===== src/rtl/inst_loader_pkg.sv =====
// Shared definitions for the instruction loader: FSM encoding and word geometry.
package inst_loader_pkg;

    localparam int BYTES_PER_WORD = 4;
    localparam int WORD_W         = 32;

    typedef enum logic [1:0] {
        S_IDLE  = 2'd0,
        S_RECV  = 2'd1,
        S_WRITE = 2'd2,
        S_DONE  = 2'd3
    } state_t;

endpackage


===== src/rtl/inst_loader_byte_packer.sv =====
// Byte-to-word packer: shifts bytes in MSB-first and flags the byte that completes a word.
module inst_loader_byte_packer
    import inst_loader_pkg::*;
(
    input  logic              clk,
    input  logic              rst,
    input  logic              clr,
    input  logic              shift_en,
    input  logic [7:0]        in_data,
    output logic [WORD_W-1:0] word,
    output logic [1:0]        byte_cnt,
    output logic              word_full
);

    logic [WORD_W-1:0] word_reg;
    logic [1:0]        cnt_reg;

    // word_full marks the cycle in which the last byte of a word is being shifted in
    assign word_full = shift_en && (cnt_reg == 2'(BYTES_PER_WORD - 1));
    assign word      = word_reg;
    assign byte_cnt  = cnt_reg;

    // Shift register and modulo-4 byte counter; clr discards any partial word
    always_ff @(posedge clk or posedge rst) begin
        if (rst) begin
            word_reg <= '0;
            cnt_reg  <= '0;
        end else if (clr) begin
            word_reg <= '0;
            cnt_reg  <= '0;
        end else if (shift_en) begin
            word_reg <= {word_reg[WORD_W-9:0], in_data};
            cnt_reg  <= cnt_reg + 2'd1;
        end
    end

endmodule


===== src/rtl/inst_loader.sv =====
// Instruction loader: receives a byte stream, writes 32-bit words into instruction
// memory and holds the CPU in reset until a complete program has been loaded.
module inst_loader
    import inst_loader_pkg::*;
#(
    parameter int ADDR_W    = 10,
    parameter int NUM_WORDS = 1024
) (
    input  logic              clk,
    input  logic              rst,
    input  logic              start,
    input  logic [ADDR_W:0]   len,
    input  logic [7:0]        in_data,
    input  logic              in_valid,
    output logic              in_ready,
    output logic              mem_we,
    output logic [ADDR_W-1:0] mem_addr,
    output logic [31:0]       mem_wdata,
    output logic              cpu_hold,
    output logic              busy,
    output logic              done,
    output logic              err
);

    localparam logic [ADDR_W:0] MAX_LEN = (ADDR_W+1)'(NUM_WORDS);

    state_t              state;
    logic [ADDR_W-1:0]   idx_reg;
    logic [ADDR_W-1:0]   last_reg;
    logic                cpu_hold_reg;
    logic                err_reg;
    logic [ADDR_W-1:0]   mem_addr_reg;
    logic [WORD_W-1:0]   mem_wdata_reg;

    logic                len_ok;
    logic                accept;
    logic                xfer;
    logic [WORD_W-1:0]   pk_word;
    logic [1:0]          pk_cnt;
    logic                pk_full;

    assign len_ok = (len != '0) && (len <= MAX_LEN);
    assign accept = (state == S_IDLE) && start && len_ok;
    assign xfer   = (state == S_RECV) && in_valid;

    // Handshake and strobes decode purely from the registered state
    assign in_ready  = (state == S_RECV);
    assign mem_we    = (state == S_WRITE);
    assign busy      = (state != S_IDLE);
    assign done      = (state == S_DONE);
    assign err       = err_reg;
    assign cpu_hold  = cpu_hold_reg;
    assign mem_addr  = mem_addr_reg;
    assign mem_wdata = mem_wdata_reg;

    inst_loader_byte_packer u_byte_packer (
        .clk       (clk),
        .rst       (rst),
        .clr       (accept),
        .shift_en  (xfer),
        .in_data   (in_data),
        .word      (pk_word),
        .byte_cnt  (pk_cnt),
        .word_full (pk_full)
    );

    // Load sequencer: accepts/rejects start, steps through words, releases the CPU when done
    always_ff @(posedge clk or posedge rst) begin
        if (rst) begin
            state         <= S_IDLE;
            idx_reg       <= '0;
            last_reg      <= '0;
            cpu_hold_reg  <= 1'b1;
            err_reg       <= 1'b0;
            mem_addr_reg  <= '0;
            mem_wdata_reg <= '0;
        end else begin
            err_reg <= 1'b0;
            case (state)
                S_IDLE: begin
                    if (start) begin
                        if (len_ok) begin
                            state        <= S_RECV;
                            idx_reg      <= '0;
                            // len is at most NUM_WORDS, so len-1 always fits the address width
                            last_reg     <= ADDR_W'(len - (ADDR_W+1)'(1));
                            cpu_hold_reg <= 1'b1;
                        end else begin
                            err_reg <= 1'b1;
                        end
                    end
                end
                S_RECV: begin
                    if (pk_full) begin
                        state         <= S_WRITE;
                        mem_addr_reg  <= idx_reg;
                        mem_wdata_reg <= {pk_word[WORD_W-9:0], in_data};
                    end
                end
                S_WRITE: begin
                    if (idx_reg == last_reg) begin
                        state <= S_DONE;
                    end else begin
                        idx_reg <= idx_reg + ADDR_W'(1);
                        state   <= S_RECV;
                    end
                end
                S_DONE: begin
                    cpu_hold_reg <= 1'b0;
                    state        <= S_IDLE;
                end
                default: state <= S_IDLE;
            endcase
        end
    end

    // Byte count is only observed through word_full; keep it visible to tools as used
    logic unused_ok;
    assign unused_ok = ^pk_cnt;

endmodule


===== config.mk =====
export PLATFORM = sky130hd
export DESIGN_NAME = inst_loader
export DESIGN_NICKNAME = d
export VERILOG_FILES = /design/src/rtl/inst_loader_pkg.sv /design/src/rtl/inst_loader_byte_packer.sv /design/src/rtl/inst_loader.sv
export SDC_FILE = /design/constraint.sdc
export NUM_CORES = 1
export LEC_CHECK = 0
export BUFFER_PORTS_ARGS = -buffer_cell sky130_fd_sc_hd__buf_2
export CAP_MARGIN = 20
export CORE_UTILIZATION = 52
export CTS_BUF_LIST = sky130_fd_sc_hd__clkbuf_8
export DETAILED_ROUTE_END_ITERATION = 8
export GPL_ROUTABILITY_DRIVEN = 0
export PLACE_DENSITY_LB_ADDON = 0.08
export SKIP_CTS_REPAIR_TIMING = 1
export SYNTH_ARGS = -nofsm -noshare
export SYNTH_HDL_FRONTEND = slang
export SYNTH_SLANG_ARGS = --single-unit

===== constraint.sdc =====
create_clock -name clk -period 2.55 [get_ports clk]
set_input_delay 0.1275 -clock clk [delete_from_list [all_inputs] [get_ports clk]]
set_output_delay 0.1275 -clock clk [all_outputs]
set_load 0.03 [all_outputs]

==> flow_summary.yaml, run 1 <==
sta:
  report.final.hold_viol_count: 0
  achievable-frequency_mhz: 493
  worst_clock_skew_ns: 0.00793
  worst_slew_margin_rel: 0.441
  setup-violations-final: 0
  setup_tns_ns: 0
  period_minus_slack_ns: 2.03
  tightestPinTransition_ns: 0.836
  setup_repair_after_global_routing_missed_its_margin: "false"
  drv_slew: 0
  min_period_over_period: 0.795
synthesis:
  synth-main-ff-cell: "sky130_fd_sc_hd__dfrtp_1"
  fraction_of_post_synthesis_cell_area_in_the_top_cell_type_by_area: 0.564
  yosys.area_share.adder: 0.0124
  synthesis.yosys.warnings: 0
  synth_edf_count: 0
  post-synth-top-count-cell: "sky130_fd_sc_hd__dfrtp_1"
  synth_top_family_by_area: "simple AND/OR/NAND/NOR gates"
  synth_cell_types: 40
  yosys_register_bits: 92
  xor_xnor_fraction_of_synth_area: 0.0390
  synthesis.instances: 355
  synth_seq_area_share: 0.570
  yosysTopAreaCell: "sky130_fd_sc_hd__dfrtp_1"
  syn-num-nets: 382
  share_of_the_synthesized_area_in_compound_gates_ao_oa_aoi_oai: 0.0784
  synthesis.area_sq_um: 4040
  syn_area_per_cell_sq_um: 11.4
  synth.area.mux_share: 0.123
  post_synth_main_area_contributors: "sky130_fd_sc_hd__dfrtp_1 56%, sky130_fd_sc_hd__mux2_2 12%, sky130_fd_sc_hd__nand2_1 5.7%, sky130_fd_sc_hd__a21oi_1 4.3%, sky130_fd_sc_hd__xor2_1 2.6%"
  synth_cell_count_leaders: "91 x sky130_fd_sc_hd__dfrtp_1, 61 x sky130_fd_sc_hd__nand2_1, 44 x sky130_fd_sc_hd__mux2_2"
  fraction_of_the_mapped_netlist_area_in_simple_logic_gates: 0.149
  synth-async-reset-ratio: 1.00
finish:
  largest_reg_flops: 32
  layout-area-overhead-vs-synth_pct: 18.5
  antenna_cells: 0
  net_total_in_the_final_layout: 455
  fillCellCount: 621
  final_area_sq_um: 4780
  drive_above_1_share: 0.351
grt:
  grt_pass1_vias: 2640
  grt_max_degree: 62
  grt_pass1_wl_mm: 13.2
  number_of_antenna_violations_at_the_first_check_in_global_routing: 0
  tot_gr_track_use: 0.206
  grt_remaining_overflow: 0
routing:
  detailedRoute.firstIterationViolations: 215
  detail-route-antenna-nets: 0
  remaining_drc_errors: 0
  dr.pass1.iters: 4
  wl_mm: 7.89
  route.detailed.wl_per_inst_um: 14.8
  routed-via-count: 2876
  mean_number_of_vias_per_cell: 5.41
worst_setup_path:
  timing.setup.critical_path_class: "in -> reg"
  worst-endpoint-required_ns: 2.79
  cpLargestDelayFamily: "simple AND/OR/NAND/NOR gates"
  timing.critical_path.fanout_max: 3
  worst_ep_arrival_time_ns: 2.27
  worstSetupStartpointType: "primary input"
  element_type_at_the_critical_path_end: "flop"
  slowest_stage: "sky130_fd_sc_hd__dlygate4sd3_1"
  worst-path-buf-inv: 3
  crit_path_max_incr_delay_ns: 0.53
  path_cells: "dlygate4sd3_1, buf_2, inv_1, ha_1, or3b_2, or2_2, nor4_1, xnor2_1, a21oi_1"
floorplan:
  design.core.area_sq_um: 7370
  io_pins: 71
  fp-row-count: 31
  floorplan.initialDensity: 0.548
  floorplan.die_area_sq_um: 8120
  die-height_um: 90.1
  dieWidth_um: 90.1
clock_network:
  cts_tree: "yes"
  insertion_delay_to_the_later_sink_of_the_worst_skew_pair_ns: 0.36
  htreeDepth: 3
  clock_tree.root_cell: "sky130_fd_sc_hd__clkbuf_8"
  bufs_on_longest_clock_path: 2
  worst_setup_hold_path_clk_slew_ns: 0.09
  clkSinkCount: 92
  cts_made_buffers: 9
run_status:
  outcome: "finished, final reports clean"
power_and_ir_drop:
  power.density_nw_per_um2: 1090
  power_leakage_uw: 0.00239
  worst_ir_drop_vdd_uv: 765
flow_run:
  max-cap-violations: 0
place:
  placed_instance_area_sq_um: 4500
  dp_hpwl_mm: 5.20
  port_buffers: 70
min_path:
  min_path_type: "in -> reg"
[cell type report]
| type | instances | area (sq um) | area share |
|---|---|---|---|
| clock buffers | 10 | 138 | 0.0288 |
| clock inverters | 6 | 95.1 | 0.0199 |
| inverters | 6 | 23.8 | 0.00497 |
| multi-input cells | 238 | 1630 | 0.341 |
| flip-flops and latches | 92 | 2300 | 0.482 |
| well taps | 99 | 124 | 0.0259 |
| repair buffers | 81 | 470 | 0.0984 |
[cell usage in the layout, fill, tap and decap left out, types with 2 or more instances in the layout]
cell type / synthesis / layout
sky130_fd_sc_hd__dfrtp_1: 91 / 91
sky130_fd_sc_hd__buf_2: 9 / 70
sky130_fd_sc_hd__nand2_1: 61 / 60
sky130_fd_sc_hd__mux2_2: 44 / 44
sky130_fd_sc_hd__a21oi_1: 35 / 35
sky130_fd_sc_hd__nor2_1: 15 / 15
sky130_fd_sc_hd__xor2_1: 12 / 12
sky130_fd_sc_hd__nor3_1: 10 / 10
sky130_fd_sc_hd__clkbuf_8: 0 / 10
sky130_fd_sc_hd__xnor2_1: 6 / 6
sky130_fd_sc_hd__nand3_1: 6 / 6
sky130_fd_sc_hd__a221o_1: 6 / 6
sky130_fd_sc_hd__and3_1: 6 / 6
sky130_fd_sc_hd__inv_1: 6 / 5
sky130_fd_sc_hd__dlygate4sd3_1: 0 / 5
sky130_fd_sc_hd__nor4_2: 3 / 4
sky130_fd_sc_hd__nor4_1: 5 / 4
sky130_fd_sc_hd__ha_1: 4 / 4
sky130_fd_sc_hd__buf_4: 0 / 4
sky130_fd_sc_hd__a31oi_1: 3 / 3
sky130_fd_sc_hd__or2_2: 3 / 3
sky130_fd_sc_hd__nand2b_1: 2 / 2
sky130_fd_sc_hd__nor3b_1: 2 / 2
sky130_fd_sc_hd__clkinv_4: 0 / 2
sky130_fd_sc_hd__bufinv_16: 0 / 2
sky130_fd_sc_hd__inv_6: 0 / 2
sky130_fd_sc_hd__buf_12: 0 / 2
[path summary, 6_finish.rpt]
kind / from / end / slack (ns) / cells after the start
setup / recovery: len[0] / last_reg[8] / 0.52 / 9
hold / removal: in_data[1] / mem_wdata[1] / 0.01 / 2
setup reg to reg: idx_reg[5] / idx_reg[7] / 0.56 / 5
hold reg to reg: mem_addr[8] / mem_addr[8] / 0.51 / 1
max in group asynchronous: rst / cpu_hold / 1.47 / 4
min in group asynchronous: rst / mem_wdata[27] / 0.35 / 3
[logic make-up after synthesis]
| family | Yosys count |
|---|---|
| mux | 44 |
| fa+ha+maj | 4 |
| compound gates | 51 |
| simple gates | 121 |
| flops | 92 |
| xor+xnor | 18 |
| buf+inv | 25 |
[where the power goes]
part,internal (uW),switching [uW]
Sequential,1990,342
Clock,590,535
Combinational,668,1120
Total,3240,1990
[layer usage]
metal,global-route usage,wire length (um),vias up
li1,-,-,1378
met1,0.315,3960,1397
met2,0.286,3390,88
met3,0.0313,372,13
met4,0.102,163,0
met5,0,0,-
[stage by stage]
stage / utilization / worst slack (ns) / hold slack, ns / power (uW) / instances
3_3_place_gp: 0.611 / 0.695 / 0.191 / 4090 / 511
4_1_cts: 0.642 / 0.561 / -0.197 / 5260 / 527
3_5_place_dp: 0.611 / 0.588 / 0.198 / 4140 / 511
6_report: 0.649 / 0.522 / 0.0104 / 5240 / 532
5_1_grt: 0.649 / 0.458 / 0.00641 / 5550 / 532
2_1_floorplan: - / 0.0322 / 0.212 / 3620 / 355
No activity file was read; power rests on OpenSTA's default activity.
==> run 2: changes to the inputs <==
--- a/config.mk
+++ b/config.mk
@@ -5,9 +5,10 @@
 export SDC_FILE = /design/constraint.sdc
 export NUM_CORES = 1
 export LEC_CHECK = 0
+export ABC_AREA = 1
 export BUFFER_PORTS_ARGS = -buffer_cell sky130_fd_sc_hd__buf_2
 export CAP_MARGIN = 20
-export CORE_UTILIZATION = 52
+export CORE_UTILIZATION = 58
 export CTS_BUF_LIST = sky130_fd_sc_hd__clkbuf_8
 export DETAILED_ROUTE_END_ITERATION = 8
 export GPL_ROUTABILITY_DRIVEN = 0
==> constraint.sdc (replaced) <==
create_clock -name clk -period 1.9 [get_ports clk]
set_input_delay 0.095 -clock clk [delete_from_list [all_inputs] [get_ports clk]]
set_output_delay 0.095 -clock clk [all_outputs]
set_load 0.03 [all_outputs]
==> run 2 against run 1 <==
The flow now finishes with violations (DRC, hold timing). Largest power group unchanged. Clock power is 29% higher. Sequential cell count stayed put. Setup slack worse by 0.29 ns. Final area is 5.6% higher. First-iteration DRC count is 20% higher. Routed wire length is 6.7% higher. Sequential share of layout area is 2.6 points lower. Clock skew is 0.0038 ns higher. Combinational power is 56% higher. Utilization is 4.7 points higher.
==> flow_summary.yaml, run 2 <==
run_status:
  outcome: "finished, violations left"
  violations: "DRC, hold timing"
sta:
  worst_clock_skew_ns: 0.0118
  period_minus_slack_ns: 1.67
  worst_slew_margin_rel: 0.674
  setup-violations-final: 0
  achievable-frequency_mhz: 599
  layout_setup_ws_ns: 0.232
  tightestPinTransition_ns: 0.489
  report.final.hold_viol_count: 1
  drv_slew: 0
  setup_repair_after_global_routing_missed_its_margin: "false"
  setup_tns_ns: 0
  hold_slack_ns: -0.000725
  min_period_over_period: 0.878
routing:
  remaining_drc_errors: 2
  detailedRoute.firstIterationViolations: 257
  route.detailed.wl_per_inst_um: 12.1
  dr.pass1.iters: 7
  detail-route-antenna-nets: 0
  wl_mm: 8.41
  routed-via-count: 3445
  mean_number_of_vias_per_cell: 4.94
synthesis:
  synth_edf_count: 0
  syn-num-nets: 552
  yosysTopAreaCell: "sky130_fd_sc_hd__dfrtp_1"
  synth.area.mux_share: 0.0276
  synth_top_family_by_area: "simple AND/OR/NAND/NOR gates"
  synth-main-ff-cell: "sky130_fd_sc_hd__dfrtp_1"
  share_of_the_synthesized_area_in_compound_gates_ao_oa_aoi_oai: 0.0910
  synth_cell_types: 32
  yosys.area_share.adder: 0.0115
  synthesis.area_sq_um: 4340
  post-synth-top-count-cell: "sky130_fd_sc_hd__nand2_1"
  synth_cell_count_leaders: "165 x sky130_fd_sc_hd__nand2_1, 91 x sky130_fd_sc_hd__dfrtp_1, 85 x sky130_fd_sc_hd__inv_1"
  yosys_register_bits: 92
  synthesis.yosys.warnings: 0
  xor_xnor_fraction_of_synth_area: 0.0181
  syn_area_per_cell_sq_um: 8.27
  fraction_of_the_mapped_netlist_area_in_simple_logic_gates: 0.221
  fraction_of_post_synthesis_cell_area_in_the_top_cell_type_by_area: 0.524
  synth_seq_area_share: 0.530
  post_synth_main_area_contributors: "sky130_fd_sc_hd__dfrtp_1 52%, sky130_fd_sc_hd__nand2_1 14%, sky130_fd_sc_hd__inv_1 7.3%, sky130_fd_sc_hd__o21ai_1 5.6%, sky130_fd_sc_hd__mux2_4 2.8%"
  synthesis.instances: 525
  synth-async-reset-ratio: 1.00
finish:
  layout_commonest_cell: "sky130_fd_sc_hd__nand2_1"
  largest_reg_flops: 32
  leading_cell_types_in_the_layout_fill_and_taps_excluded: "165 x sky130_fd_sc_hd__nand2_1, 91 x sky130_fd_sc_hd__dfrtp_1, 84 x sky130_fd_sc_hd__inv_1"
  antenna_cells: 0
  drive_above_1_share: 0.197
  net_total_in_the_final_layout: 622
  layout-area-overhead-vs-synth_pct: 16.3
worst_setup_path:
  worstSetupStartpointType: "flop"
  timing.critical_path.fanout_max: 48
  element_type_at_the_critical_path_end: "flop"
  worst_ep_arrival_time_ns: 1.94
  timing.setup.critical_path_class: "reg -> reg"
  worst-endpoint-required_ns: 2.17
  r2r_cells: 8
place:
  dp_hpwl_mm: 5.81
  placement.setup.worst_slack_ns: 0.130
  port_buffers: 70
floorplan:
  floorplan.die_area_sq_um: 7840
  die-height_um: 88.5
  floorplan.initialDensity: 0.599
  fp-row-count: 31
  io_pins: 71
  design.core.area_sq_um: 7250
  dieWidth_um: 88.5
power_and_ir_drop:
  power_leakage_uw: 0.00284
  worst_ir_drop_vdd_uv: 855
  power.density_nw_per_um2: 1430
clock_network:
  cts_tree: "yes"
  bufs_on_longest_clock_path: 2
  cts_made_buffers: 9
  htreeDepth: 3
  clkSinkCount: 92
  clock_tree.root_cell: "sky130_fd_sc_hd__clkbuf_8"
  worst_setup_hold_path_clk_slew_ns: 0.09
  insertion_delay_to_the_later_sink_of_the_worst_skew_pair_ns: 0.35
grt:
  grt_max_degree: 93
  grt_pass1_wl_mm: 14.4
  grt_pass1_vias: 3149
  tot_gr_track_use: 0.238
  grt_remaining_overflow: 0
  number_of_antenna_violations_at_the_first_check_in_global_routing: 0
min_path:
  hold-path-cell-count: 3
  min_path_type: "in -> reg"
flow_run:
  max-cap-violations: 0
run 2: path summary, 6_finish.rpt:
check / startpoint / end / slack (ns)
setup / recovery: state[0] / mem_addr[5] / 0.23
hold reg to reg: cpu_hold / cpu_hold / 0.48
setup reg to reg: state[0] / mem_addr[5] / 0.23
min in group asynchronous: rst / mem_addr[3] / 0.40
hold / removal: in_data[2] / mem_wdata[2] / -0.0007
max in group asynchronous: rst / cpu_hold / 1.07
run 2: where the power goes:
group / switching, uW / leakage [uW] / total (uW) / internal (uW)
logic: 1850 / 0.00152 / 2770 / 915
clock network: 702 / 0.000108 / 1450 / 753
registers: 422 / 0.00121 / 3020 / 2600
total: 2980 / 0.00284 / 7250 / 4270
run 2: cell families after synthesis:
logic type | after synthesis
AOI/OAI and AO/OA | 78
adders and majority gates | 4
DFF | 92
xor gates and xnor gates | 9
buffers and inverters | 107
and+or+nand+nor | 227
muxes | 8
run 2: stage by stage:
stage,cells,instance area (sq um),hold WS [ns],utilization,power [uW]
2_1_floorplan,525,4350,0.190,-,5070
3_3_place_gp,680,4790,0.276,0.661,5720
3_5_place_dp,680,4790,0.280,0.661,5810
4_1_cts,695,5010,-0.106,0.691,7280
5_1_grt,698,5050,0.00941,0.696,7810
6_report,698,5050,-0.000725,0.696,7250
run 2: worst max-delay path: stages, from the launching register on:
cell and delay [ns]:
sky130_fd_sc_hd__dfrtp_1 0.45, sky130_fd_sc_hd__inv_2 0.12, sky130_fd_sc_hd__nor2_4 0.06, sky130_fd_sc_hd__nand2_2 0.08
sky130_fd_sc_hd__clkinv_2 0.11, sky130_fd_sc_hd__nand2_4 0.32, sky130_fd_sc_hd__buf_12 0.27, sky130_fd_sc_hd__nand2_1 0.08
sky130_fd_sc_hd__o21ai_1 0.09
run 2: metal layers:
metal / GRT usage / routed length [um]
met5: 0 / 0
met4: 0.0748 / 91
met3: 0.0336 / 382
met2: 0.359 / 3670
met1: 0.359 / 4270
run 2: cell type report:
| cell class | instances | area, sq um |
|---|---|---|
| multi-input cells | 326 | 1610 |
| clock buffers | 9 | 124 |
| fillers | 600 | 2200 |
| flip-flops and latches | 92 | 2300 |
| well taps | 99 | 124 |
| inverters | 88 | 335 |
| clock inverters | 6 | 96.3 |
| repair buffers | 78 | 455 |
